### config.mk
export PLATFORM = sky130hd
export DESIGN_NAME = regs_wr_arbiter_flat
export DESIGN_NICKNAME = d
export VERILOG_FILES = /design/src/rtl/regs_arb_pkg.sv /design/src/rtl/regs_wr_arbiter_if.sv /design/src/rtl/regs_arb_fifo.sv /design/src/rtl/regs_wr_arbiter.sv /design/src/flat_wrapper.sv
export SDC_FILE = /design/constraint.sdc
export NUM_CORES = 1
export LEC_CHECK = 0
export CAP_MARGIN = 20
export CELL_PAD_IN_SITES_DETAIL_PLACEMENT = 1
export CELL_PAD_IN_SITES_GLOBAL_PLACEMENT = 2
export CORE_ASPECT_RATIO = 1.75
export CORE_MARGIN = 2
export CORE_UTILIZATION = 30
export CTS_CLUSTER_SIZE = 28
export DETAILED_ROUTE_END_ITERATION = 10
export MAX_ROUTING_LAYER = met4
export PLACE_DENSITY_LB_ADDON = 0.1
export SETUP_SLACK_MARGIN = 0.3
export SLEW_MARGIN = 20
export SYNTH_ARGS = -nofsm -noshare
export SYNTH_HDL_FRONTEND = slang
export SYNTH_SLANG_ARGS = --single-unit
### constraint.sdc
create_clock -name clk -period 4.35 [get_ports clk]
set_clock_uncertainty 0.05 [all_clocks]
set_input_delay 1.305 -clock clk [delete_from_list [all_inputs] [get_ports clk]]
set_output_delay 1.305 -clock clk [all_outputs]
set_load 0.05 [all_outputs]
### src/rtl/regs_arb_pkg.sv
// Shared types and widths for the register-file write-port arbiter.
package regs_arb_pkg;

  localparam int REG_ADDR_W = 5;
  localparam int XLEN       = 32;

  // Arbiter FSM states. FORCE only exists when starvation protection is built in.
  typedef enum logic [1:0] {
    IDLE  = 2'd0,
    WAIT  = 2'd1,
    FORCE = 2'd2
  } arb_state_t;

  // One buffered long-latency result.
  typedef struct packed {
    logic [REG_ADDR_W-1:0] rd;
    logic [XLEN-1:0]       data;
  } lu_entry_t;

endpackage

### src/rtl/regs_wr_arbiter_if.sv
// Bundle of WB, LU, decode and register-file port signals around the arbiter.
// master: the surrounding pipeline; slave: the arbiter itself.
interface regs_wr_arbiter_if;
  import regs_arb_pkg::*;

  logic                  wb_wen_i;
  logic [REG_ADDR_W-1:0] wb_addr_i;
  logic [XLEN-1:0]       wb_data_i;
  logic                  wb_hold_o;

  logic                  lu_issue_i;
  logic [REG_ADDR_W-1:0] lu_issue_rd_i;
  logic                  lu_valid_i;
  logic                  lu_ready_o;
  logic [REG_ADDR_W-1:0] lu_rd_i;
  logic [XLEN-1:0]       lu_data_i;

  logic [REG_ADDR_W-1:0] id_rs1_i;
  logic [REG_ADDR_W-1:0] id_rs2_i;
  logic [REG_ADDR_W-1:0] id_rd_i;
  logic                  id_stall_o;

  logic                  reg_wen_o;
  logic [REG_ADDR_W-1:0] reg_addr_o;
  logic [XLEN-1:0]       reg_data_o;

  modport master (
    output wb_wen_i, wb_addr_i, wb_data_i,
    output lu_issue_i, lu_issue_rd_i, lu_valid_i, lu_rd_i, lu_data_i,
    output id_rs1_i, id_rs2_i, id_rd_i,
    input  wb_hold_o, lu_ready_o, id_stall_o,
    input  reg_wen_o, reg_addr_o, reg_data_o
  );

  modport slave (
    input  wb_wen_i, wb_addr_i, wb_data_i,
    input  lu_issue_i, lu_issue_rd_i, lu_valid_i, lu_rd_i, lu_data_i,
    input  id_rs1_i, id_rs2_i, id_rd_i,
    output wb_hold_o, lu_ready_o, id_stall_o,
    output reg_wen_o, reg_addr_o, reg_data_o
  );

endinterface

### src/rtl/regs_arb_fifo.sv
// Small synchronous FIFO buffering LU results. The head is read combinationally
// so an entry pushed at one edge can reach the register file in the next cycle;
// with only a few entries a register array suits this better than block RAM.
module regs_arb_fifo
  import regs_arb_pkg::*;
#(
  parameter int DEPTH = 2
) (
  input  logic                   clk,
  input  logic                   rst,
  input  logic                   push_i,
  input  lu_entry_t              push_data_i,
  input  logic                   pop_i,
  output lu_entry_t              head_o,
  output logic                   full_o,
  output logic                   empty_o,
  output logic [$clog2(DEPTH):0] count_o
);

  localparam int AW = $clog2(DEPTH);
  localparam logic [AW:0] FULL_CNT = (AW+1)'(DEPTH);

  lu_entry_t   mem_q [DEPTH];
  logic [AW:0] wr_ptr_q, wr_ptr_d;
  logic [AW:0] rd_ptr_q, rd_ptr_d;
  logic        do_push;

  // Pointers carry one extra wrap bit so full and empty are distinguishable.
  assign count_o = wr_ptr_q - rd_ptr_q;
  assign empty_o = (wr_ptr_q == rd_ptr_q);
  assign full_o  = (count_o == FULL_CNT);
  assign do_push = push_i && !full_o;
  assign head_o  = mem_q[rd_ptr_q[AW-1:0]];

  // Next pointer values; a push into a full FIFO is refused even if a pop happens.
  always_comb begin
    wr_ptr_d = wr_ptr_q;
    rd_ptr_d = rd_ptr_q;
    if (do_push) wr_ptr_d = wr_ptr_q + (AW+1)'(1);
    if (pop_i && !empty_o) rd_ptr_d = rd_ptr_q + (AW+1)'(1);
  end

  // Pointer registers; reset discards all buffered entries.
  always_ff @(posedge clk or negedge rst) begin
    if (!rst) begin
      wr_ptr_q <= '0;
      rd_ptr_q <= '0;
    end else begin
      wr_ptr_q <= wr_ptr_d;
      rd_ptr_q <= rd_ptr_d;
    end
  end

  // Entry storage; contents need no reset since the pointers define validity.
  always_ff @(posedge clk) begin
    if (do_push) mem_q[wr_ptr_q[AW-1:0]] <= push_data_i;
  end

endmodule

### src/rtl/regs_wr_arbiter.sv
// Register-file write-port arbiter between write-back and the long-latency unit,
// with a busy scoreboard for outstanding LU destinations.
// Build option: define REGS_ARB_STARVE_EN to add the LU starvation counter and
// the one-cycle FORCE state that holds WB; without it WB has strict priority.
module regs_wr_arbiter
  import regs_arb_pkg::*;
#(
  parameter int FIFO_DEPTH = 2,
  parameter int STARVE_MAX = 8
) (
  input logic               clk,
  input logic               rst,
  regs_wr_arbiter_if.slave  bus
);

  localparam int FAW = $clog2(FIFO_DEPTH);

  logic            wb_active;
  logic            lu_push;
  logic            head_wr;
  logic            fifo_full;
  logic            fifo_empty;
  logic [FAW:0]    fifo_count;
  lu_entry_t       head;
  lu_entry_t       push_entry;
  logic [XLEN-1:0] busy_q, busy_d;

  // x0 writes from WB never need the port.
  assign wb_active  = bus.wb_wen_i && (bus.wb_addr_i != '0);
  assign lu_push    = bus.lu_valid_i && !fifo_full;
  assign push_entry = '{rd: bus.lu_rd_i, data: bus.lu_data_i};

  regs_arb_fifo #(
    .DEPTH (FIFO_DEPTH)
  ) u_fifo (
    .clk         (clk),
    .rst         (rst),
    .push_i      (lu_push),
    .push_data_i (push_entry),
    .pop_i       (head_wr),
    .head_o      (head),
    .full_o      (fifo_full),
    .empty_o     (fifo_empty),
    .count_o     (fifo_count)
  );

`ifdef REGS_ARB_STARVE_EN
  localparam int CNT_W = $clog2(STARVE_MAX + 1);
  localparam logic [CNT_W-1:0] CNT_LAST = CNT_W'(STARVE_MAX);

  arb_state_t       state_q, state_d;
  logic [CNT_W-1:0] cnt_q, cnt_d;
  logic             force_cycle;
  logic             fifo_nonempty_next;

  assign force_cycle = (state_q == FORCE);
  assign head_wr     = !fifo_empty && (!wb_active || force_cycle);
  assign bus.wb_hold_o = rst && force_cycle;

  // Whether anything is still buffered after this cycle's pop/push.
  assign fifo_nonempty_next = lu_push || (|fifo_count[FAW:1]) || (!fifo_empty && !head_wr);

  // Starvation FSM: count cycles the head is passed over, then steal one cycle.
  always_comb begin
    state_d = state_q;
    cnt_d   = cnt_q;
    case (state_q)
      IDLE: begin
        if (lu_push) begin
          state_d = WAIT;
          cnt_d   = '0;
        end
      end
      WAIT: begin
        if (head_wr) begin
          cnt_d   = '0;
          state_d = fifo_nonempty_next ? WAIT : IDLE;
        end else if (cnt_q + CNT_W'(1) == CNT_LAST) begin
          cnt_d   = CNT_LAST;
          state_d = FORCE;
        end else begin
          cnt_d = cnt_q + CNT_W'(1);
        end
      end
      FORCE: begin
        cnt_d   = '0;
        state_d = fifo_nonempty_next ? WAIT : IDLE;
      end
      default: begin
        cnt_d   = '0;
        state_d = IDLE;
      end
    endcase
  end

  // FSM state and wait counter registers.
  always_ff @(posedge clk or negedge rst) begin
    if (!rst) begin
      state_q <= IDLE;
      cnt_q   <= '0;
    end else begin
      state_q <= state_d;
      cnt_q   <= cnt_d;
    end
  end
`else
  // WB strictly first; LU results drain only in WB-idle cycles.
  logic unused_starve;
  assign unused_starve = ^{fifo_count, 32'(STARVE_MAX)};
  assign head_wr       = !fifo_empty && !wb_active;
  assign bus.wb_hold_o = 1'b0;
`endif

  assign bus.lu_ready_o = rst && !fifo_full;
  assign bus.id_stall_o = rst && (busy_q[bus.id_rs1_i] | busy_q[bus.id_rs2_i] | busy_q[bus.id_rd_i]);

  // Scoreboard update: retire clears, issue sets, and set wins on a collision.
  always_comb begin
    busy_d = busy_q;
    if (head_wr) busy_d[head.rd] = 1'b0;
    if (bus.lu_issue_i) busy_d[bus.lu_issue_rd_i] = 1'b1;
    busy_d[0] = 1'b0;
  end

  // Scoreboard register.
  always_ff @(posedge clk or negedge rst) begin
    if (!rst) busy_q <= '0;
    else      busy_q <= busy_d;
  end

  // Write-port mux; LU results to x0 are consumed without a write.
  always_comb begin
    bus.reg_wen_o  = 1'b0;
    bus.reg_addr_o = '0;
    bus.reg_data_o = '0;
    if (!rst) begin
      bus.reg_wen_o = 1'b0;
    end else if (head_wr) begin
      bus.reg_wen_o  = (head.rd != '0);
      bus.reg_addr_o = head.rd;
      bus.reg_data_o = head.data;
    end else if (wb_active) begin
      bus.reg_wen_o  = 1'b1;
      bus.reg_addr_o = bus.wb_addr_i;
      bus.reg_data_o = bus.wb_data_i;
    end
  end

endmodule

### src/flat_wrapper.sv
// flat-port wrapper written by rule: the top's interface ports become plain ports
module regs_wr_arbiter_flat import regs_arb_pkg::*;
#(
  parameter int FIFO_DEPTH = 2,
  parameter int STARVE_MAX = 8
)
  (clk, rst, bus_wb_wen_i, bus_wb_addr_i, bus_wb_data_i, bus_lu_issue_i, bus_lu_issue_rd_i, bus_lu_valid_i, bus_lu_rd_i, bus_lu_data_i, bus_id_rs1_i, bus_id_rs2_i, bus_id_rd_i, bus_wb_hold_o, bus_lu_ready_o, bus_id_stall_o, bus_reg_wen_o, bus_reg_addr_o, bus_reg_data_o);
  regs_wr_arbiter_if bus_i ();
  input logic clk;
  input logic rst;
  input wire logic [$bits(bus_i.wb_wen_i)-1:0] bus_wb_wen_i;
  input wire logic [$bits(bus_i.wb_addr_i)-1:0] bus_wb_addr_i;
  input wire logic [$bits(bus_i.wb_data_i)-1:0] bus_wb_data_i;
  input wire logic [$bits(bus_i.lu_issue_i)-1:0] bus_lu_issue_i;
  input wire logic [$bits(bus_i.lu_issue_rd_i)-1:0] bus_lu_issue_rd_i;
  input wire logic [$bits(bus_i.lu_valid_i)-1:0] bus_lu_valid_i;
  input wire logic [$bits(bus_i.lu_rd_i)-1:0] bus_lu_rd_i;
  input wire logic [$bits(bus_i.lu_data_i)-1:0] bus_lu_data_i;
  input wire logic [$bits(bus_i.id_rs1_i)-1:0] bus_id_rs1_i;
  input wire logic [$bits(bus_i.id_rs2_i)-1:0] bus_id_rs2_i;
  input wire logic [$bits(bus_i.id_rd_i)-1:0] bus_id_rd_i;
  output wire logic [$bits(bus_i.wb_hold_o)-1:0] bus_wb_hold_o;
  output wire logic [$bits(bus_i.lu_ready_o)-1:0] bus_lu_ready_o;
  output wire logic [$bits(bus_i.id_stall_o)-1:0] bus_id_stall_o;
  output wire logic [$bits(bus_i.reg_wen_o)-1:0] bus_reg_wen_o;
  output wire logic [$bits(bus_i.reg_addr_o)-1:0] bus_reg_addr_o;
  output wire logic [$bits(bus_i.reg_data_o)-1:0] bus_reg_data_o;
  assign bus_i.wb_wen_i = bus_wb_wen_i;
  assign bus_i.wb_addr_i = bus_wb_addr_i;
  assign bus_i.wb_data_i = bus_wb_data_i;
  assign bus_i.lu_issue_i = bus_lu_issue_i;
  assign bus_i.lu_issue_rd_i = bus_lu_issue_rd_i;
  assign bus_i.lu_valid_i = bus_lu_valid_i;
  assign bus_i.lu_rd_i = bus_lu_rd_i;
  assign bus_i.lu_data_i = bus_lu_data_i;
  assign bus_i.id_rs1_i = bus_id_rs1_i;
  assign bus_i.id_rs2_i = bus_id_rs2_i;
  assign bus_i.id_rd_i = bus_id_rd_i;
  assign bus_wb_hold_o = bus_i.wb_hold_o;
  assign bus_lu_ready_o = bus_i.lu_ready_o;
  assign bus_id_stall_o = bus_i.id_stall_o;
  assign bus_reg_wen_o = bus_i.reg_wen_o;
  assign bus_reg_addr_o = bus_i.reg_addr_o;
  assign bus_reg_data_o = bus_i.reg_data_o;
  regs_wr_arbiter #(.FIFO_DEPTH(FIFO_DEPTH), .STARVE_MAX(STARVE_MAX)) u_core (.clk(clk), .rst(rst), .bus(bus_i));
endmodule
==> results of run 1 <==
[critical path, stage by stage]
cell and delay [ns]:
buf_6 0.09, or4_4 0.57, o21a_4 0.29, buf_6 0.14, buf_16 0.14, nor3_4 0.17, a21oi_4 0.05, nor2_4 0.13
buf_12 0.14
[power breakdown]
group / switching (mW) / total (mW) / internal [mW]
registers: 0.255 / 1.75 / 1.49
logic: 1.80 / 3.20 / 1.40
clock network: 0.388 / 0.780 / 0.391
total: 2.45 / 5.73 / 3.28
[per-layer routing]
metal / wire length (um) / vias to the layer above
li1: - / 2167
met1: 6340 / 2392
met2: 12100 / 110
met3: 615 / 33
met4: 520 / 0
met5: 0 / -
[synth_stat cells, drive strengths merged (2+ instances only)]
library cell,count
xnor2,3
buf,11
clkbuf,17
mux2,5
nand2b,2
inv,5
a21oi,43
mux4,21
dfrtp,35
nand3b,8
mux2i,44
nor2b,5
or4,2
a2111oi,4
or3,5
nor2,38
nor3b,2
or3b,3
nand4b,2
xor2,2
nand3,7
o21ai,64
a31oi,2
edfxtp,74
nand2,14
nor3,33
nand4,5
a221oi,2
[worst max path at each step]
stage	depth (start not counted)	start	slack (ns)	to
final	9	bus_wb_addr_i[4]	-0.05	bus_reg_data_o[15]
after global routing	9	bus_wb_addr_i[4]	-0.09	bus_reg_data_o[15]
after CTS	9	bus_wb_addr_i[4]	-0.04	bus_reg_data_o[17]
after detailed placement	8	bus_wb_addr_i[2]	-0.40	bus_reg_data_o[12]
after global placement	8	bus_wb_addr_i[2]	-0.40	bus_reg_data_o[12]
after floorplan	6	bus_wb_addr_i[2]	0.01	bus_reg_addr_o[2]
[sequential cells by signal, summed over array words and instances (netlist names)]
name	cells
u_core.busy_q	31
u_core.u_fifo.mem_q	74
u_core.u_fifo.wr_ptr_q	2
u_core.u_fifo.rd_ptr_q	2
[area by class of cell]
cell class,instances,area (um^2),area share [%]
Multi-Input combinational cell,325,3430,35.5
Sequential cell,109,3100,32.1
Timing Repair Buffer,203,2540,26.3
Tap cell,234,293,3.03
Clock buffer,9,225,2.33
Clock inverter,7,50.0,0.518
Inverter,5,21.3,0.220
[cell usage in the layout (no fill, tap or decap), types with 10 or more instances in the layout]
cell type | Yosys | final
a21oi_2 | 0 | 16
a21oi_4 | 0 | 26
buf_12 | 0 | 50
buf_4 | 1 | 38
buf_6 | 1 | 14
clkbuf_16 | 0 | 10
clkdlybuf4s50_1 | 0 | 83
dfrtp_1 | 35 | 34
edfxtp_1 | 74 | 74
mux2i_1 | 44 | 44
mux4_2 | 21 | 21
nand2_1 | 14 | 13
nor2_4 | 0 | 33
nor3_4 | 0 | 31
o21ai_0 | 50 | 50
o21ai_1 | 14 | 14
[what timing repair did]
action / 4_1_cts / 5_1_grt
setup buffers: 13 / 0
gates cloned: 5 / 3
pin swaps: 46 / 29
endpoints found under the hold margin: 0 / 0
gates resized for setup: 124 / 28
hold buffers: 0 / 0
endpoints found under the setup margin: 39 / 39
[cells by family (layout without fill, tap and decap cells)]
logic type / Yosys count / count (layout) / synth area share, %
AND/OR/NAND/NOR: 129 / 130 / 11.9
AO/OA/AOI/OAI: 117 / 119 / 11.1
flip-flops: 109 / 109 / 56.0
multiplexers: 70 / 70 / 17.5
buffers and inverters: 33 / 224 / 2.56
XOR/XNOR: 5 / 5 / 0.792
other: 1 / 1 / 0.0678
==> results.json, run 1 <==
{
  "start_util_pct": 30.6,
  "groute.layer.met2.usage_pct": 41.8,
  "io_buffers": 138,
  "postSynthCellCount": 464,
  "synth.distinct_cells": 39,
  "via_count": 4702,
  "cp.required_ns": 2.99,
  "setup_slack_ns": -0.0536,
  "numCtsBuffers": 9,
  "synthTopCellsByArea": "edfxtp_1 40%, dfrtp_1 16%, mux4_2 8.5%",
  "tns_ns": -0.273,
  "nFillCells": 1806,
  "clock_sinks": 109,
  "synth_seq_area_share_pct": 56.0,
  "period_minus_slack_ns": 4.40,
  "dp_hpwl_um": 14300,
  "synth_flop_cell": "edfxtp_1",
  "syn_nets": 563,
  "violations": "setup timing",
  "r2r-start": "u_core.u_fifo.rd_ptr_q[0]$_DFFE_PN0P_",
  "clk_pin_slew_ns": 0.07,
  "fp-row-count": 65,
  "hp-class": "flip-flop to flip-flop",
  "viasPerCell": 5.27,
  "maxCapViolCount": 0,
  "maxSlewViolCount": 0,
  "clockBufferDepth": 2,
  "cts-root-buf": "clkbuf_16",
  "reg2regPathDepth": 5,
  "top_usage_layer": "met2",
  "place_worst_setup_slack_ns": -0.404,
  "n_antenna_cell": 0,
  "cp-start-kind": "input port",
  "fin_area_um2": 9660,
  "r2r-end": "u_core.busy_q[12]$_DFF_PN0_",
  "grt_pass1_vias": 5353,
  "period_share_pct": 101,
  "synth.avg_cell_area_um2": 11.9,
  "cts_tree": "yes",
  "drt-initial-drc-count": 148,
  "dieArea_um2": 19600,
  "synthToLayoutAreaGrowth_pct": 74.6,
  "finalSetupViolCount": 11,
  "powerDensity_nw_per_um2": 593,
  "rrSetupSlack_ns": 1.84,
  "vdd_drop_max_mv": 0.352,
  "ys_seq_elements": 109,
  "path_class": "input port to output port",
  "antenna_found_initial": 0,
  "synth_edf_count": 74,
  "whs_path_depth": 1,
  "fin_nets": 752,
  "synth_area_um2": 5530,
  "clk_latency_ns": 0.34,
  "grt_usage_pct": 20.7,
  "grt_max_degree": 38,
  "use_met3_pct": 3.08,
  "yosysTopAreaCell": "edfxtp_1",
  "post_dp_cell_area_um2": 8520,
  "met1_usage_pct": 19.1,
  "grt_pass1_wl_um": 29800,
  "ys_async_sr_fraction_pct": 32.1,
  "htreeDepth": 3,
  "relSlewSlack_pct": 30.2,
  "fmax_mhz": 227,
  "dp.cells": 855,
  "final_cells": 892,
  "arrival_ns": 3.05,
  "grt_overflow": 0,
  "fp.dieH_um": 184,
  "gp_congestion": 0.873,
  "final_core_util_pct": 53.5,
  "holdPathEnd": "u_core.u_fifo.wr_ptr_q[1]$_DFFE_PN0N_",
  "wl_um": 19600,
  "rsz0062_at_grt": "true",
  "drc": 0,
  "core_um2": 18100,
  "status": "complete, but fails checks",
  "synth_top_area_share_pct": 40.2,
  "routedWlPerCell_um": 21.9,
  "ant_nets": 0,
  "cp-end-kind": "output port",
  "hold_violations": 0,
  "dieWidth_um": 107,
  "io_pins": 140,
  "holdWs_ns": 0.445,
  "drive_above_1_share_pct": 43.9,
  "crit_fanout": 6,
  "synth_warnings": 0,
  "firstDrtPassIters": 4,
  "p_leak_nw": 3.43,
  "power.total_mw": 5.73,
  "hp-start": "u_core.u_fifo.wr_ptr_q[1]$_DFFE_PN0N_",
  "worstMarginPinSlew_ns": 1.04
}
Note: power is estimated with default switching activity, not from simulation.
==> inputs of run 2 (changes only) <==
PLACE_DENSITY = 0.72   (was default)
PLACE_DENSITY_LB_ADDON = default   (was 0.1)
==> results.json, run 2 (same netlist as run 1, synthesis figures left out) <==
{
  "status": "complete, but fails checks",
  "violations": "setup timing",
  "antenna_found_initial": 1,
  "period_share_pct": 100,
  "clock_sinks": 109,
  "final_common_cell": "clkdlybuf4s50_1",
  "wl_um": 19600,
  "viasPerCell": 5.22,
  "grt_pass1_wl_um": 30500,
  "io_pins": 140,
  "worstMarginPinSlew_ns": 1.06,
  "mostFrequentLayoutCells": "81 x clkdlybuf4s50_1, 74 x edfxtp_1, 50 x o21ai_0, 50 x buf_12, 44 x mux2i_1",
  "core_um2": 18100,
  "crit_top_cell": "buf_6",
  "dieWidth_um": 107,
  "routedWlPerCell_um": 21.9,
  "cts-root-buf": "clkbuf_16",
  "p_leak_nw": 3.45,
  "grt_overflow": 0,
  "drc": 0,
  "maxCapViolCount": 0,
  "nFillCells": 1787,
  "path_class": "input port to output port",
  "numCtsBuffers": 9,
  "powerDensity_nw_per_um2": 595,
  "dieArea_um2": 19600,
  "fin_nets": 755,
  "maxSlewViolCount": 0,
  "grt_max_degree": 39,
  "rsz0062_at_grt": "true",
  "grt_usage_pct": 21.3,
  "crit_fanout": 5,
  "htreeDepth": 3,
  "relSlewSlack_pct": 29.1,
  "path_buf_inv": 3,
  "start_util_pct": 30.6,
  "slowest_delay_ns": 0.54,
  "gp_congestion": 0.875,
  "fp.dieH_um": 184,
  "synthToLayoutAreaGrowth_pct": 75.4,
  "cp.required_ns": 2.99,
  "place_worst_setup_slack_ns": -0.402,
  "clk_latency_ns": 0.35,
  "finalSetupViolCount": 4,
  "firstDrtPassIters": 4,
  "drive_above_1_share_pct": 44.0,
  "hp-class": "flip-flop to flip-flop",
  "cpMaxStageDelayCell": "or4_4",
  "hold_violations": 0,
  "via_count": 4676,
  "vdd_drop_max_mv": 0.523,
  "ant_nets": 0,
  "rrSetupSlack_ns": 1.63,
  "cp-start-kind": "input port",
  "period_minus_slack_ns": 4.37,
  "clk_pin_slew_ns": 0.07,
  "setup_slack_ns": -0.0205,
  "drt-initial-drc-count": 178,
  "largest_reg_flops": 74,
  "io_buffers": 138,
  "final_core_util_pct": 53.7,
  "worstPathCellList": "buf_6 > or4_4 > o21a_4 > buf_6 > or3_4 > a21oi_4 > buf_12",
  "cp-end-kind": "output port",
  "fp-row-count": 65,
  "arrival_ns": 3.02,
  "clockBufferDepth": 2,
  "cts_hold_buf": 0,
  "fmax_mhz": 229,
  "cp_top_family": "simple AND/OR/NAND/NOR gates",
  "grt_pass1_vias": 5432,
  "cts_tree": "yes",
  "dp_hpwl_um": 14200
}
[run 2: changes by cell type in the layout (fill, tap and decap cells not counted), sizes merged]
cell,delta
clkbuf,+1
o21a,-1
buf,+7
clkinv,-1
bufinv,+1
diode,+1
clkdlybuf4s50,-2
dlymetal6s2s,-2
dlygate4sd2,+3
clkdlybuf4s15,-1
nor2b,-1
clkinvlp,-1
[run 2: final timing paths]
| path | to | startpoint | cells after the start |
|---|---|---|---|
| worst max-delay path | bus_reg_addr_o[4] | bus_wb_addr_i[1] | 7 |
| worst min-delay path | u_core.u_fifo.rd_ptr_q[1]$_DFFE_PN0P_ | u_core.u_fifo.rd_ptr_q[1]$_DFFE_PN0P_ | 1 |
| worst max register to register | u_core.busy_q[13]$_DFF_PN0_ | u_core.u_fifo.rd_ptr_q[0]$_DFFE_PN0P_ | 6 |
| worst min register to register | u_core.u_fifo.rd_ptr_q[1]$_DFFE_PN0P_ | u_core.u_fifo.rd_ptr_q[1]$_DFFE_PN0P_ | 1 |
| max in group asynchronous | u_core.u_fifo.rd_ptr_q[0]$_DFFE_PN0P_ | rst | 2 |
| min in group asynchronous | u_core.u_fifo.wr_ptr_q[1]$_DFFE_PN0N_ | rst | 2 |
[run 2: layout make-up]
class / instances / area, um^2 / area share (%)
clock inverters: 6 / 60.1 / 0.619
inverters: 5 / 21.3 / 0.219
well taps: 234 / 293 / 3.02
repair buffers: 208 / 2550 / 26.2
multi-input cells: 323 / 3440 / 35.5
flip-flops and latches: 109 / 3100 / 31.9
clock buffers: 10 / 239 / 2.46
diodes: 1 / 2.50 / 0.0258
[run 2: power by group]
group,switching (mW),internal [mW],leakage (nW)
registers,0.245,1.49,1.11
logic,1.83,1.38,2.19
clock network,0.365,0.461,0.149
[run 2: layer usage]
layer	up-vias	GRT usage, %	share of wire, %
li1	2166	-	-
met3	28	4.01	4.5
met1	2337	22.5	36
met5	-	-	0
met2	145	38.5	56
met4	0	8.47	3.3
[run 2: through the flow]
stage                     TNS, ns  area, um^2  power [mW]  hold WS [ns]  instances
final                     -0.0390        9700        5.77         0.449        896
after global routing       -0.694        9700        6.08         0.474        896
after CTS                 -0.0387        9500        5.72         0.447        891
after detailed placement   -11.87        8510        4.49         0.435        857
after global placement     -10.89        8510        4.40         0.425        857
after floorplan                 0        6160        3.39         0.411        464
[run 2: worst register-to-register path, stage by stage (launching register included)]
cell,delay (ns)
dfrtp_2,0.37
buf_4,0.38
buf_4,0.41
mux2i_1,0.41
nand4_1,0.46
o21ai_0,0.35
o21ai_0,0.14
[run 2: repair_timing]
item	in CTS	in global routing
buffers inserted	14	3
pin swaps	45	24
gates cloned	4	1
setup endpoints to repair	39	39
resized for setup	129	26
==> inputs of run 3 (changes only) <==
clock period = 5.55 ns   (was 4.35 ns; I/O delays follow)
==> results.json, run 3 (same netlist as run 1, synthesis figures left out) <==
{
  "firstDrtPassIters": 6,
  "internal_power_mw": 2.48,
  "dieWidth_um": 107,
  "grt_usage_pct": 20.2,
  "antenna_found_initial": 0,
  "power.total_mw": 4.14,
  "fmax_mhz": 192,
  "maxCapViolCount": 0,
  "drive_above_1_share_pct": 33.7,
  "start_util_pct": 30.6,
  "grt_max_degree": 39,
  "clk_pin_slew_ns": 0.06,
  "path_class": "input port to output port",
  "powerDensity_nw_per_um2": 472,
  "period_share_pct": 94.0,
  "cpMaxStageDelayCell": "mux4_2",
  "cts-root-buf": "clkbuf_16",
  "mostFrequentLayoutCells": "88 x clkdlybuf4s50_1, 74 x edfxtp_1, 50 x o21ai_0",
  "core_um2": 18100,
  "clockBufferDepth": 2,
  "clkPwrFrac_pct": 16.4,
  "status": "completed",
  "cts_tree": "yes",
  "via_count": 4508,
  "drt-initial-drc-count": 121,
  "arrival_ns": 3.50,
  "clk_latency_ns": 0.35,
  "worstMarginPinSlew_ns": 0.869,
  "period_minus_slack_ns": 5.22,
  "swShare_pct": 40.1,
  "dieArea_um2": 19600,
  "io_pins": 140,
  "final_common_cell": "clkdlybuf4s50_1",
  "hold_violations": 0,
  "cp-end-kind": "output port",
  "numCtsBuffers": 9,
  "grt_pass1_vias": 5176,
  "grt_pass1_wl_um": 29000,
  "tns_ns": 0,
  "synthToLayoutAreaGrowth_pct": 58.7,
  "p_comb_share_pct": 50.5,
  "drc": 0,
  "finalSetupViolCount": 0,
  "p_leak_nw": 3.18,
  "crit_top_cell": "mux2i_1",
  "htreeDepth": 3,
  "p_sw_mw": 1.66,
  "worstPathCellList": "clkdlybuf4s15_1 > bufbuf_16 > mux4_2 > mux2i_1 > mux2i_1 > a21oi_1 > a31oi_2 > buf_12",
  "slowest_delay_ns": 0.48,
  "n_antenna_cell": 0,
  "wl_um": 18700,
  "fin_nets": 724,
  "dp_hpwl_um": 13500,
  "hp-class": "flip-flop to flip-flop",
  "gp_congestion": 0.822,
  "cp.required_ns": 3.84,
  "fp.dieH_um": 184,
  "fp-row-count": 65,
  "clock_sinks": 109,
  "seq_power_share_pct": 33.1,
  "relSlewSlack_pct": 41.9,
  "viasPerCell": 5.22,
  "ant_nets": 0,
  "rsz0062_at_grt": "true",
  "largest_reg_flops": 74,
  "grt_overflow": 0,
  "routedWlPerCell_um": 21.7,
  "maxSlewViolCount": 0,
  "final_core_util_pct": 48.6,
  "io_buffers": 138,
  "crit_fanout": 4,
  "vdd_drop_max_mv": 0.262,
  "cp-start-kind": "input port"
}
run 3: changes by cell type in the layout (fill, tap and decap cells not counted), moves of 4 or more:
cell / change
bufbuf_16: +4
clkdlybuf4s50_1: +7
buf_6: -12
dlygate4sd2_1: -4
buf_4: -20
nor3_1: +13
nor3_4: -23
nor2_2: +33
nor2_4: -33
a21oi_4: -28
a21oi_1: +26
clkdlybuf4s15_1: +4
nor3_2: +10
run 3: worst max-delay path: cells and delay by family:
kind	cells	cell delay, ns
mux	3	0.71
buf+inv	3	0.77
compound gates	2	0.35
run 3: per-stage QoR:
stage / setup slack, ns / instance area (um^2) / hold slack, ns / cells
final: 0.332 / 8780 / 0.445 / 864
after global routing: 0.239 / 8780 / 0.475 / 864
after CTS: 0.306 / 8700 / 0.445 / 861
after detailed placement: -0.00462 / 7860 / 0.428 / 831
after global placement: 0.0298 / 7860 / 0.424 / 831
after floorplan: 0.285 / 5640 / 0.411 / 464
run 3: final cells by class:
cell class | count | area, um^2
Sequential cell | 109 | 3100
Multi-Input combinational cell | 323 | 2740
Fill cell | 1893 | 9280
Clock inverter | 6 | 86.3
Inverter | 5 | 18.8
Clock buffer | 10 | 229
Tap cell | 234 | 293
Timing Repair Buffer | 177 | 2310
run 3: final timing paths:
check / depth (start not counted) / slack, ns / endpoint / start
worst max-delay path: 8 / 0.33 / bus_id_stall_o / bus_id_rs2_i[0]
worst min-delay path: 1 / 0.44 / u_core.u_fifo.wr_ptr_q[1]$_DFFE_PN0N_ / u_core.u_fifo.wr_ptr_q[1]$_DFFE_PN0N_
worst max register to register: 6 / 2.67 / u_core.busy_q[8]$_DFF_PN0_ / u_core.u_fifo.rd_ptr_q[0]$_DFFE_PN0P_
worst min register to register: 1 / 0.44 / u_core.u_fifo.wr_ptr_q[1]$_DFFE_PN0N_ / u_core.u_fifo.wr_ptr_q[1]$_DFFE_PN0N_
max in group asynchronous: 2 / 3.35 / u_core.u_fifo.rd_ptr_q[0]$_DFFE_PN0P_ / rst
min in group asynchronous: 2 / 1.75 / u_core.busy_q[11]$_DFF_PN0_ / rst
run 3: repair_timing:
item,4_1_cts,5_1_grt
endpoints found under the setup margin,38,11
setup buffers,6,2
pin swaps,32,4
cloned,8,0
resized for setup,77,8
hold buffers,0,0
run 3: routing by layer:
metal | GRT usage, % | wire length [um]
met5 | - | 0
met4 | 8.62 | 681
met3 | 4.11 | 931
met2 | 36.7 | 10500
met1 | 21.0 | 6670
run 3: power groups by stage:
stage / Combinational (mW) / Sequential [mW] / Clock [mW]
6_report: 2.09 / 1.37 / 0.681
5_1_grt: 2.24 / 1.40 / 0.729
4_1_cts: 2.06 / 1.37 / 0.697
3_5_place_dp: 1.87 / 1.38 / 0
3_3_place_gp: 1.83 / 1.36 / 0
2_1_floorplan: 1.17 / 1.29 / 0
